**config.mk**
```make
export PLATFORM = sky130hd
export DESIGN_NAME = mem_lsu
export DESIGN_NICKNAME = d
export VERILOG_FILES = /design/src/rtl/mem_lsu.sv
export SDC_FILE = /design/constraint.sdc
export NUM_CORES = 1
export LEC_CHECK = 0
export BUFFER_PORTS_ARGS = -buffer_cell sky130_fd_sc_hd__buf_2
export CAP_MARGIN = 25
export CORE_ASPECT_RATIO = 2
export CORE_MARGIN = 2
export CORE_UTILIZATION = 52
export DETAILED_ROUTE_END_ITERATION = 10
export GPL_TIMING_DRIVEN = 1
export PLACE_DENSITY = 0.86
export SLEW_MARGIN = 20
export SYNTH_ARGS = -nofsm -noshare
export SYNTH_HDL_FRONTEND = slang
export SYNTH_SLANG_ARGS = --single-unit
```
**constraint.sdc**
```tcl
create_clock -name i_clk -period 11 [get_ports i_clk]
set_input_delay 0.55 -clock i_clk [delete_from_list [all_inputs] [get_ports i_clk]]
set_output_delay 0.55 -clock i_clk [all_outputs]
set_load 0.005 [all_outputs]
```
**src/rtl/mem_lsu.sv**
```systemverilog
// MEM-stage load/store unit: adapts RV32I byte/half/word accesses to a word-only data memory.
// Sub-word stores run as a stalled read followed by a merged write (RMW_WR).
module mem_lsu_lane #(
  parameter logic [1:0] LANE = 2'd0
) (
  input  logic [1:0]  i_addrLo,
  input  logic        i_half,
  input  logic [15:0] i_data,
  input  logic [7:0]  i_old,
  output logic [7:0]  o_byte
);
  logic w_hit;
  logic [7:0] w_new;

  assign w_hit  = i_half ? (i_addrLo[1] == LANE[1]) : (i_addrLo == LANE);
  // a halfword puts its low byte in even lanes and its high byte in odd lanes
  assign w_new  = (i_half && LANE[0]) ? i_data[15:8] : i_data[7:0];
  assign o_byte = w_hit ? w_new : i_old;
endmodule

module mem_lsu #(
  parameter int ADDR_W = 10
) (
  input  logic        i_clk,
  input  logic        i_reset_n,
  input  logic        i_valid,
  input  logic [1:0]  i_ctrlMEM,
  input  logic [2:0]  i_funct3,
  input  logic [31:0] i_addr,
  input  logic [31:0] i_storeData,
  output logic        o_stall,
  output logic [31:0] o_loadData,
  output logic        o_loadValid,
  output logic        o_fault,
  output logic [31:0] o_memAddr,
  output logic [31:0] o_memWriteData,
  output logic [1:0]  o_memCtrl,
  input  logic [31:0] i_memReadData
);
  localparam logic [0:0] S_IDLE   = 1'b0;
  localparam logic [0:0] S_RMW_WR = 1'b1;

  logic [0:0]  r_state;
  logic [31:2] r_addr;
  logic [31:0] r_wdata;
  logic [31:0] r_loadData;
  logic        r_loadValid;
  logic        r_fault;

  logic        w_active, w_f3ok, w_misal, w_oob, w_illegal;
  logic        w_fault, w_load, w_store, w_subw;
  logic [7:0]  w_byte;
  logic [15:0] w_half;
  logic [31:0] w_loadExt, w_merged;

  assign w_active  = (r_state == S_IDLE) && i_valid && (i_ctrlMEM != 2'b00);
  assign w_f3ok    = (i_funct3 == 3'd0) || (i_funct3 == 3'd1) || (i_funct3 == 3'd2) ||
                     (i_funct3 == 3'd4) || (i_funct3 == 3'd5);
  assign w_misal   = ((i_funct3[1:0] == 2'b01) && i_addr[0]) ||
                     ((i_funct3 == 3'd2) && (i_addr[1:0] != 2'b00));
  assign w_oob     = |i_addr[31:ADDR_W];
  // funct3[2] marks the unsigned variants, which have no store form
  assign w_illegal = (i_ctrlMEM == 2'b11) || !w_f3ok || (i_ctrlMEM[0] && i_funct3[2]) ||
                     w_misal || w_oob;
  assign w_fault   = w_active && w_illegal;
  assign w_load    = w_active && !w_illegal && i_ctrlMEM[1];
  assign w_store   = w_active && !w_illegal && i_ctrlMEM[0];
  assign w_subw    = w_store && (i_funct3 != 3'd2);

  assign w_byte = i_memReadData[{i_addr[1:0], 3'b000} +: 8];
  assign w_half = i_addr[1] ? i_memReadData[31:16] : i_memReadData[15:0];

  always_comb begin
    w_loadExt = i_memReadData;
    case (i_funct3)
      3'd0:    w_loadExt = {{24{w_byte[7]}}, w_byte};
      3'd1:    w_loadExt = {{16{w_half[15]}}, w_half};
      3'd4:    w_loadExt = {24'd0, w_byte};
      3'd5:    w_loadExt = {16'd0, w_half};
      default: w_loadExt = i_memReadData;
    endcase
  end

  for (genvar k = 0; k < 4; k++) begin : g_lane
    mem_lsu_lane #(.LANE(2'(k))) u_lane (
      .i_addrLo (i_addr[1:0]),
      .i_half   (i_funct3[0]),
      .i_data   (i_storeData[15:0]),
      .i_old    (i_memReadData[8*k +: 8]),
      .o_byte   (w_merged[8*k +: 8])
    );
  end

  always_comb begin
    o_memCtrl      = 2'b00;
    o_memAddr      = {i_addr[31:2], 2'b00};
    o_memWriteData = i_storeData;
    o_stall        = 1'b0;
    if (!i_reset_n) begin
      o_memCtrl = 2'b00;
    end else if (r_state == S_RMW_WR) begin
      o_memCtrl      = 2'b01;
      o_memAddr      = {r_addr, 2'b00};
      o_memWriteData = r_wdata;
    end else if (w_load || w_subw) begin
      o_memCtrl = 2'b10;
      o_stall   = w_subw;
    end else if (w_store) begin
      o_memCtrl = 2'b01;
    end
  end

  always_ff @(posedge i_clk) begin
    if (!i_reset_n) begin
      r_state     <= S_IDLE;
      r_loadData  <= 32'd0;
      r_loadValid <= 1'b0;
      r_fault     <= 1'b0;
    end else begin
      r_loadValid <= w_load;
      r_fault     <= w_fault;
      if (w_load) r_loadData <= w_loadExt;
      case (r_state)
        S_IDLE:   if (w_subw) r_state <= S_RMW_WR;
        default:  r_state <= S_IDLE;
      endcase
    end
  end

  // merge happens at the read edge, so only the finished word needs holding
  always_ff @(posedge i_clk) begin
    if (w_subw) begin
      r_addr  <= i_addr[31:2];
      r_wdata <= w_merged;
    end
  end

  assign o_loadData  = r_loadData;
  assign o_loadValid = r_loadValid;
  assign o_fault     = r_fault;
endmodule

```
# --- Word level (Yosys, flattened, before mapping) ---
# Index checks and enable logic that the tools add are counted.
totals:
  in_bits: 104
  output_inout_bits: 101
  elab_cells: 71
  ff_bits: 97
classes:
  shift: 1
  bitwise: 3
  eq_ne: 10
  n_reduce_logical: 28
  n_mux: 23
op_table:
  columns: ["operator", "n"]
  rows:
  - ["two-way mux 32 bit", 4]
  - ["case mux 32 bit (4 select lines)", 1]
  - ["two-way mux 8 bit", 5]
  - ["variable part select 32 x 6 -> 8 bit", 1]
  - ["OR reduction 22 bit", 1]
  - ["two-way mux 16 bit", 1]
  - ["logical AND 1 bit", 10]
  - ["logical OR 1 bit", 10]
  - ["two-way mux 1 bit", 9]
  - ["equality test 2 bit (second input constant)", 3]
  - ["equality test 3 bit (second input constant)", 2]
  - ["two-way mux 2 bit", 3]
  - ["equality test 2 x 1 -> 1 bit (second input constant)", 2]
  - ["nonzero test 2 bit", 2]
  - ["equality test 3 x 1 -> 1 bit (second input constant)", 1]
  - ["equality test 3 x 2 -> 1 bit (second input constant)", 1]
  - ["zero test 3 bit", 1]
  - ["inequality test 3 x 2 -> 1 bit (second input constant)", 1]
  - ["inverter 1 bit", 3]
  - ["zero test 1 bit", 2]
  - ["zero test 2 bit", 1]
  - ["OR reduction 2 bit", 1]

# --- Logic depth before layout (Yosys ltp) ---
depth:
  depth_word: 18
  depth_mapped: 8

# --- Cells and area by module ---
# A second synthesis with hierarchy kept.
unflattened:
  cells_unflattened: 470
  hier_area_um2: 5447.7
modules_own_cells:
  columns: ["module", "cells_per_inst", "seq_area_each_um2", "area_per_inst_um2", "n_inst"]
  rows:
  - ["mem_lsu", 377, 2562.5, 4774.6, 1]
  - ["mem_lsu_lane at g_lane[3].u_lane", 37, 0.0, 230.2, 1]
  - ["mem_lsu_lane at g_lane[1].u_lane", 36, 0.0, 222.7, 1]
  - ["mem_lsu_lane at g_lane[0].u_lane ...", 10, 0.0, 110.1, 2]

# --- Least setup slack after synthesis ---
# Ideal clock, no wire load.
synth_path:
  kind: "input to register"
  from: "input port i_funct3[0]"
  to: "register r_addr[10] (netlist name) (enable)"
  arrival_time_ps: 5829
  path_slack_ps: 4612
  cell_stages: 6
  path_cell_list: "buf_6 > a211oi_1 > nand4_1 > or3_1 > buf_2 > nor3_1"
synth_via:
  elab_chain_len: 14
  elab_cells_between_ends: 23
  cone_classes: "eq/ne (6); reduce/logical (17)"
synth_rtl:
  columns: ["element", "line_no", "source"]
  rows:
  - ["start: declaration", "28", "input logic [2:0] i_funct3,"]
  - ["equality test 3 x 1 -> 1 bit or zero test 3 bit (tied branches)", "57", "assign w_f3ok = (i_funct3 == 3'd0) || (i_funct3 == 3'd1) || (i_funct3 == 3'd2) ||"]
  - ["logical OR 1 bit (3 in series)", "57", null]
  - ["logical OR 1 bit", "58", "(i_funct3 == 3'd4) || (i_funct3 == 3'd5);"]
  - ["zero test 1 bit", "63", "assign w_illegal = (i_ctrlMEM == 2'b11) || !w_f3ok || (i_ctrlMEM[0] && i_funct3[2]) ||"]
  - ["logical OR 1 bit (3 in series)", "63", null]
  - ["logical OR 1 bit", "64", "w_misal || w_oob;"]
  - ["zero test 1 bit", "67", "assign w_store = w_active && !w_illegal && i_ctrlMEM[0];"]
  - ["logical AND 1 bit (2 in series)", "67", null]
  - ["logical AND 1 bit *", "68", "assign w_subw = w_store && (i_funct3 != 3'd2);"]
  - ["via w_subw", "51", "logic w_fault, w_load, w_store, w_subw;"]
  - ["end signal: assignment", "133", "r_addr <= i_addr[31:2];"]
  - ["end: declaration", "44", "logic [31:2] r_addr;"]
# The timed path passes the listed nets; every way through them passes the cells marked *.
# A chain may end at the register's enable or synchronous reset.

# --- Final worst setup path ---
layout_path:
  from: "input port i_funct3[0]"
  to: "output port o_memCtrl[0]"
layout_via:
  elab_chain_len: 18
  elab_cells_between_ends: 29
  cone_classes: "eq/ne (6); mux (4); reduce/logical (19)"
layout_rtl:
  columns: ["element", "line_no", "source"]
  rows:
  - ["equality test 3 x 1 -> 1 bit or zero test 3 bit (tied branches)", "57", null]
  - ["logical OR 1 bit (3 in series)", "57", null]
  - ["logical OR 1 bit", "58", null]
  - ["zero test 1 bit", "63", null]
  - ["logical OR 1 bit (3 in series)", "63", null]
  - ["logical OR 1 bit", "64", null]
  - ["zero test 1 bit", "66, 67", null]
  - ["logical AND 1 bit", "66, 67", null]
  - ["logical AND 1 bit", "67", null]
  - ["logical AND 1 bit", "68", null]
  - ["logical OR 1 bit", "105", "end else if (w_load || w_subw) begin"]
  - ["two-way mux 2 bit *", "105", null]
  - ["two-way mux 2 bit *", "101", "end else if (r_state == S_RMW_WR) begin"]
  - ["two-way mux 2 bit *", "99", "if (!i_reset_n) begin"]
  - ["end: declaration", "37", "output logic [1:0] o_memCtrl,"]
# Mark *: on every way between the ends. The rest lies on a longest branch, timed or not.

==> impl_metrics.toml <==
[sta]
finalHoldViolations = 0
rsz_0062_raised_after_global_routing = "false"
final_period_minus_worst_setup_slack_ns = 2.91
setup_viol = 0
min_period_over_period = 0.264
slew-limit-headroom = 0.374
maxSlewViolCount = 0
clock.fmax_mhz = 344
clock_skew_ns = 0.00878
worst-slew-pin-transition_ns = 0.939
finalSetupTns_ns = 0

[global_route]
grt_pass1_vias = 4238
track_usage = 0.272
largest_net_degree_at_the_start_of_global_routing = 64
grt_remaining_overflow = 0
grt_pass1_wl_mm = 21.5
grt_antenna_before_repair = 0

[synth]
yosys-top-cells-count = "mux2_2, edfxtp_1, nand2_1, dfxtp_1, a21oi_1"
edff_count_synth = 62
seq_area_frac_synth = 0.522
post-synth-top-area-cell = "edfxtp_1"
yosys_register_bits = 97
yosysMostFrequentCell = "mux2_2"
synth_cell_types = 43
synth_ff_type = "edfxtp_1"
post-synth-top-area-fraction = 0.379
synth_warnings = 0
postSynthCellCount = 421
post_synth_main_area_contributors = "edfxtp_1, mux2_2, dfxtp_1"
ys_async_sr_fraction = 0
synthesis.area_um2 = 4910
average_footprint_of_a_synthesized_cell_um2 = 11.7

[clock_network]
cts.reportedPaths.clkPinSlew_ns = 0.07
cts_inserted_buffers = 9
cts-root-buf = "clkbuf_16"
clk-insertion-delay-late_ns = 0.34
post-cts-setup-buffers = 0
postCtsHoldBufs = 0
cts_resized = 0
clock_path_buffers = 2
cts_tree = "built"
cts_sinks = 97
htreeDepth = 3

[floorplanning]
pin_count = 205
fp-row-count = 50
die-height_um = 141
die_area_um2 = 10300
placeableCoreArea_um2 = 9260
chipWidth_um = 72.7
initial_utilization = 0.530

[worst_setup_path]
critPathArrivalTime_ns = 2.36
critical_path.startpoint_type = "input pin"
timing.critical_path.slowest_stage_cell = "or3_1"
timing.setup.critical_path_class = "input pin to output pin"
r2r-start = "r_state"
slowest_delay_ns = 0.52
worst_path_most_repeated_cell = "buf_2"
worst-path-max-fanout = 19
crit_start = "i_funct3[0]"
critical_path_required_ns = 10.45
worstPathCellList = "buf_2 -> a211oi_1 -> nand4_1 -> or3_1 -> o31ai_1 -> buf_2"
worst_setup_path_end_kind = "output pin"

[finish]
area.growth.synth_to_final_pct = 28.1
final_net_count = 711
share_of_cells_above_drive_strength_1 = 0.507
insertedDiodeCount = 0
final_core_utilization = 0.680

[routing]
dr.first_iter.drc_count = 403
drcViolationCount = 0
postRouteAntennaNets = 0
postRouteWirelength_mm = 14.2
route.detailed.vias_per_inst = 6.08
vias = 4352
wl_per_cell_um = 19.8
detailedRoute.firstPassIterationCount = 5

[min_path]
hp-class = "input pin to flip-flop"
hold_start = "i_addr[2]"

[placed_design]
place.gp.congestion = 0.908
detailedPlacementHpwl_mm = 10.9
port_buffers = 202

[power]
total_leakage_power_uw = 0.00266
powerDensity_nw_per_um2 = 131
worst_ir_drop_vdd_v = 0.000105

[status]
outcome = "completed"

[run]
timing.max_cap.violations = 0
[routing by layer]
metal	wire, um	part of all wire	GRT usage
met2	7320	0.52	0.458
met3	1020	0.071	0.0433
met5	0	0	0
met4	831	0.059	0.168
met1	5030	0.35	0.314
[registers in the layout, indices dropped and copies added (netlist names)]
signal and flops:
o_loadValid 1, o_fault 1, r_wdata 32, o_loadData 32, r_addr 30, r_state 1
[metrics by stage]
stage | cell area [um2] | power, uW | instances | worst slack (ns) | hold WS [ns]
after floorplan | 4910 | 448 | 422 | 4.61 | 0.445
after global placement | 5950 | 493 | 699 | 8.00 | 0.442
after detailed placement | 5970 | 497 | 700 | 7.95 | 0.446
after CTS | 6290 | 828 | 716 | 8.09 | 0.388
after global routing | 6290 | 849 | 716 | 7.97 | 0.400
final | 6290 | 826 | 716 | 8.09 | 0.395
[placed cells by master (no fill, tap or decap), types with 3 or more instances in the layout]
cell type / netlist / final
nor2_1: 6 / 6
a21oi_1: 33 / 33
inv_1: 4 / 4
dfxtp_1: 35 / 35
o311ai_0: 4 / 4
nor3_1: 7 / 6
o21ai_1: 4 / 4
o211ai_1: 3 / 3
a221oi_1: 7 / 7
nand3_1: 8 / 8
a32o_1: 7 / 7
mux2i_1: 8 / 8
nand2_1: 42 / 41
nor2b_1: 3 / 3
o21ai_0: 18 / 18
edfxtp_1: 62 / 62
o22ai_1: 7 / 7
mux2_2: 78 / 78
a221o_1: 5 / 5
nor4_1: 6 / 6
a22o_1: 21 / 21
buf_4: 3 / 4
buf_2: 4 / 202
clkbuf_16: 0 / 9
[logic make-up (layout without fill, tap and decap cells)]
| kind of cell | Yosys count | count (layout) | synth area share |
|---|---|---|---|
| AO/OA/AOI/OAI | 114 | 114 | 0.159 |
| flip-flops | 97 | 97 | 0.522 |
| multiplexers | 87 | 87 | 0.200 |
| AND/OR/NAND/NOR | 83 | 83 | 0.0841 |
| buffers and inverters | 39 | 229 | 0.0346 |
| other | 1 | 2 | 0.000764 |
[final timing paths]
check	slack, ns	cells after the start	to
setup / recovery	8.09	6	o_memCtrl[0]
hold / removal	0.39	1	r_addr[2]
setup reg to reg	9.24	6	o_loadData[7]
hold reg to reg	0.45	2	o_loadData[13]
[final cells by class]
class | instances | area (um2)
clock buffer | 9 | 225
clock inverter | 7 | 101
timing repair buffer | 207 | 1050
multi-input combinational | 286 | 2200
fill | 737 | 2970
sequential | 97 | 2560
tap | 104 | 130
inverter | 6 | 22.5
[power breakdown]
group | total (uW) | leakage, uW | internal [uW] | switching (uW)
registers | 388 | 0.000833 | 388 | 0.0310
logic | 103 | 0.00167 | 48.4 | 54.5
clock network | 336 | 0.000153 | 201 | 135
total | 826 | 0.00266 | 637 | 189
[worst max-delay path: cells and delay by family]
family	cells	cell delay [ns]
compound gates	2	0.59
simple gates	2	0.80
buf+inv	2	0.40
(Power assumes the default switching activity.)
